### config.mk
export PLATFORM = sky130hd
export DESIGN_NAME = instruction_fetch_unit
export DESIGN_NICKNAME = d
export VERILOG_FILES = /design/src/rtl/instruction_fetch_unit.sv
export SDC_FILE = /design/constraint.sdc
export NUM_CORES = 1
export LEC_CHECK = 0
export CELL_PAD_IN_SITES_DETAIL_PLACEMENT = 0
export CELL_PAD_IN_SITES_GLOBAL_PLACEMENT = 1
export CORE_MARGIN = 10
export CORE_UTILIZATION = 40
export DETAILED_ROUTE_END_ITERATION = 10
export GPL_TIMING_DRIVEN = 0
export MAX_ROUTING_LAYER = met4
export PLACE_DENSITY_LB_ADDON = 0.05
export SLEW_MARGIN = 15
export SYNTH_ARGS = -nofsm -noshare
export SYNTH_HDL_FRONTEND = slang
export SYNTH_SLANG_ARGS = --single-unit
### constraint.sdc
create_clock -name clk -period 1.8 [get_ports clk]
set_input_delay 0.27 -clock clk [delete_from_list [all_inputs] [get_ports clk]]
set_output_delay 0.27 -clock clk [all_outputs]
set_load 0.05 [all_outputs]
### src/rtl/instruction_fetch_unit.sv
// Instruction fetch front end: program memory, load sequencing, and the PC.
// The controller must qualify every architectural write with run_enable;
// instruction is presented in every state, so the state alone is not enough.
//
// state  | meaning
// -------+------------------------------------------------------------
// LOAD   | accepting program words, load_ready high
// WAIT   | program loaded, waiting for start or reload
// RUN    | executing; PC follows next_address unless hold is high
// HALT   | branch-to-self seen; waiting for start or reload
module instruction_fetch_unit #(
  parameter int DEPTH = 32,
  parameter int AW    = 5,
  parameter int IW    = 16
) (
  input  logic          clk,
  input  logic          reset,
  input  logic          load_valid,
  input  logic [IW-1:0] load_data,
  input  logic          load_last,
  output logic          load_ready,
  input  logic          start,
  input  logic          reload,
  input  logic          hold,
  input  logic [AW-1:0] next_address,
  output logic [IW-1:0] instruction,
  output logic [AW-1:0] current_address,
  output logic          run_enable,
  output logic          halted,
  output logic [AW:0]   load_count
);

  typedef enum logic [1:0] {
    S_LOAD = 2'd0,
    S_WAIT = 2'd1,
    S_RUN  = 2'd2,
    S_HALT = 2'd3
  } state_t;

  // Index of the final word the memory can hold; accepting it ends the load.
  localparam logic [AW:0] LAST_IDX = (AW+1)'(DEPTH - 1);

  state_t        state;
  state_t        state_nx;
  logic [AW-1:0] pc;
  logic [IW-1:0] mem [DEPTH];

  logic wr_en;
  logic cnt_clr;
  logic pc_zero;
  logic pc_adv;

  // Next-state and per-cycle control decode.
  // load_count doubles as the write pointer: it can never reach DEPTH while
  // in LOAD, because accepting the last slot moves straight to WAIT.
  always_comb begin
    state_nx = state;
    wr_en    = 1'b0;
    cnt_clr  = 1'b0;
    pc_zero  = 1'b0;
    pc_adv   = 1'b0;
    case (state)
      S_LOAD: begin
        if (load_valid) begin
          wr_en = 1'b1;
          if (load_last || (load_count == LAST_IDX)) state_nx = S_WAIT;
        end
      end
      S_WAIT, S_HALT: begin
        if (reload) begin
          cnt_clr  = 1'b1;
          state_nx = S_LOAD;
        end else if (start) begin
          pc_zero  = 1'b1;
          state_nx = S_RUN;
        end
      end
      S_RUN: begin
        // A branch-to-self halts without moving the PC, so that instruction
        // commits exactly once.
        if (!hold) begin
          if (next_address == pc) state_nx = S_HALT;
          else                    pc_adv   = 1'b1;
        end
      end
      default: state_nx = S_LOAD;
    endcase
  end

  // State register.
  always_ff @(posedge clk or negedge reset) begin
    if (!reset) state <= S_LOAD;
    else        state <= state_nx;
  end

  // Program counter.
  always_ff @(posedge clk or negedge reset) begin
    if (!reset)       pc <= '0;
    else if (pc_zero) pc <= '0;
    else if (pc_adv)  pc <= next_address;
  end

  // Accepted-word count, also used as the memory write pointer.
  always_ff @(posedge clk or negedge reset) begin
    if (!reset)       load_count <= '0;
    else if (cnt_clr) load_count <= '0;
    else if (wr_en)   load_count <= load_count + 1'b1;
  end

  // Program memory; cleared by reset only, a reload just overwrites.
  always_ff @(posedge clk or negedge reset) begin
    if (!reset) begin
      for (int i = 0; i < DEPTH; i++) mem[i] <= '0;
    end else if (wr_en) begin
      mem[load_count[AW-1:0]] <= load_data;
    end
  end

  // Outputs decoded from registered state; run_enable also follows hold.
  always_comb begin
    load_ready      = (state == S_LOAD);
    halted          = (state == S_HALT);
    run_enable      = (state == S_RUN) && !hold;
    current_address = pc;
    instruction     = mem[pc];
  end

endmodule
==> results.toml <==
[final_layout]
fin_area_um2 = 34130
area_growth_pct = 39.08
final_common_cell = "dfrtp_1"
layout_common_cells = "514 x dfrtp_1, 263 x mux2_2, 255 x mux2i_1"
drive_above_1_share_pct = 50.32
n_fill_cell = 5015
final_core_util_pct = 56.34
nets = 2157
n_antenna_cell = 0

[routing]
met3_wirelength_mm = 3.271
initialDrtViolationCount = 1032
wl_met1_mm = 39.19
wl_per_cell_um = 27.11
postRouteAntennaNets = 0
drc_errors = 0
drt_wl_total_mm = 80.03
drtPass1Iterations = 5
via_per_inst = 5.537
num_vias = 16345
maxUsedRoutingLayer = "met4"
wl_met2_mm = 35.41

[clock_network]
htreeDepth = 2
clock-root-buffer = "clkbuf_16"
cts_tree = "built"
clock_latency_ns = 0.63
cts_sinks = 525
clk_path_buf_depth = 3
numCtsBuffers = 60
clk_pin_slew_worst_paths_ns = 0.06

[power]
power.density_nw_per_um2 = 1393
power_frac_clock_pct = 25.7
ir_worst_vdd_mv = 1.522
switchingPower_mw = 17.79
p_comb_share_pct = 44.6
p_leak_nw = 15.76
p_int_mw = 29.75
p_sw_share_pct = 37.41
seq_power_share_pct = 29.6
total_power_mw = 47.54

[timing]
skew_ns = 0.01919
hold_viol = 0
tightest_slew_ns = 0.6466
min_period_ns = 2.789
worst_slack_ns = -0.9893
fin_crit_sh_pct = 155.0
setup_viol = 488
maxSlewViolCount = 0
fmax_ghz = 0.3585
max-slew-margin-rel_pct = 56.89
rsz0062_at_grt = "yes"

[floorplan]
io_pins = 58
row_count = 90
core_area_um2 = 60580
dieArea_um2 = 71670
dieWidth_um = 267.7
die_h_um = 267.7
initial_core_util_pct = 40.51

[critical_path]
cp.arrival_ns = 2.52
cp-start-kind = "flop"
cp_max_fo = 7
cp_data_required_time_ns = 1.53
critPathKind = "reg2out"
endpoint_kind = "output port"

[yosys]
yosys.area.top_type = "dfrtp_1"
postSynth.asyncResetShare_pct = 100.0
synth_fp_nets = 1832
ys_warn_count = 0
synth_cells = 1800
synth_edf_count = 0
synth_top_family_by_area = "multiplexers"
synth_top_area_share_pct = 53.53
post_synth.cell_area_avg_um2 = 13.64
synth_area_leaders = "dfrtp_1 54%, mux2_2 23%, mux2i_1 11%"
yosysSeqAreaShare_pct = 53.53
ys_ff_latch = 525
synth_area_um2 = 24540
synth_cell_types = 40
synth_ff_type = "dfrtp_1"
synth_xor_xnor_area_share_pct = 0.2855
yosys.area_share.simple_pct = 4.083
synth.area.mux_share_pct = 34.22
synthAdderAreaFrac_pct = 0.2039
synth_compound_area_share_pct = 4.328

[worst_hold_path]
hold_path.class = "in2reg"

[outcome]
outcome = "complete, but fails checks"
violations = "setup timing"

[global_routing]
grt_usage_pct = 21.53
antenna_found_initial = 0
grt_pass1_vias = 16668
grt_pass1_wl_mm = 110.8
grt_max_degree = 96
gr-total-overflow = 0

[placement]
place_hpwl_mm = 52.73
dpl-instance-area_um2 = 27450
gp_congestion = 0.8080
place_ws_ns = -1.815
io_buffers = 57

[flow_run]
maxCapViolCount = 0
-- state kept, by name, indices dropped and copies added, names as in the netlist, named ones only --
| signal | cells |
|---|---|
| load_count | 6 |
| current_address | 5 |
| state | 1 |
| mem | 512 |
-- metal layers --
metal  up-vias  track usage, %
met5         -               -
met4         0           5.908
met3       106           2.935
met2       305           32.64
met1      8703           29.91
li1       7231               -
-- power by group through the flow --
stage          sequential, mW  combinational, mW  clock, mW
4_1_cts                  14.1               19.6       12.5
6_report                 14.1               21.2       12.2
3_5_place_dp             14.3               16.6          0
5_1_grt                  14.3               22.1       13.0
2_1_floorplan            14.3               10.7          0
3_3_place_gp             14.3               16.4          0
-- critical path, cell delays in order (launching register included) --
cell	delay, ns
dfrtp_2	0.42
buf_12	0.16
buf_12	0.16
buf_12	0.15
mux2i_1	0.13
a22o_4	0.24
nor3_4	0.33
a31oi_4	0.06
nand3_4	0.09
buf_8	0.15
-- final timing paths --
kind / start / slack, ns / cells past startpoint / endpoint
hold / removal: next_address[3] / 0.33 / 3 / current_address[3]$_DFFE_PN0P_
max in group asynchronous: reset / 0.22 / 7 / mem[362]$_DFFE_PN0P_
setup / recovery: current_address[1]$_DFFE_PN0P_ / -0.99 / 9 / instruction[11]
hold reg to reg: mem[467]$_DFFE_PN0P_ / 0.50 / 1 / mem[467]$_DFFE_PN0P_
min in group asynchronous: reset / 0.38 / 5 / mem[92]$_DFFE_PN0P_
setup reg to reg: state[0]$_DFFE_PN0P_ / -0.24 / 10 / mem[315]$_DFFE_PN0P_
-- area by class of cell --
type | instances | area, µm² | share of cell area (%)
inverter | 2 | 7.507 | 0.02199
tap | 782 | 978.4 | 2.866
clock inverter | 6 | 80.08 | 0.2346
timing repair buffer | 272 | 3628 | 10.63
buffer | 148 | 1765 | 5.172
clock buffer | 101 | 1877 | 5.498
multi-input combinational | 1116 | 12650 | 37.05
sequential | 525 | 13150 | 38.53
-- Yosys cell counts (2+ instances only) --
library cell	count
nor2_1	15
a22oi_1	64
mux2_2	502
nor3b_2	4
nor2_2	12
and2_1	7
nand3_1	34
mux2_1	11
ha_1	4
a22o_1	32
buf_2	44
xor2_1	3
nor2_4	4
buf_1	6
nand2b_1	4
nor3_1	16
o21ai_0	3
nand2_2	16
xnor2_1	5
a31oi_1	16
buf_4	31
a21oi_1	34
mux2i_1	262
nand2_1	34
nand3b_1	3
nor2b_1	2
buf_6	7
clkbuf_1	68
nand2_4	4
dfrtp_1	525
nand4_1	18
inv_1	2
-- repair_timing --
action	CTS	global route
resized for setup	423	332
setup endpoints to repair	460	593
hold buffers	4	0
setup buffers	60	116
gates cloned	7	24
hold endpoints to repair	183	0
pin swaps	47	76
-- metrics by stage --
step | setup TNS (ns) | hold slack (ns) | std cells
floorplan | -23.70 | -0.02559 | 1800
global placement | - | 0.4728 | 2639
detailed placement | -277.93 | 0.1991 | 2645
CTS | -81.45 | 0.2907 | 2820
global route | -112.44 | 0.3482 | 2952
finish | -75.30 | 0.3341 | 2952
-- logic make-up after synthesis --
kind of cell	count (synthesis)
XOR/XNOR	8
AO/OA/AOI/OAI	151
adder cells (fa/ha/maj)	4
buffers and inverters	159
multiplexers	775
AND/OR/NAND/NOR	178
flip-flops	525
Power figures use the tool's default switching activity.
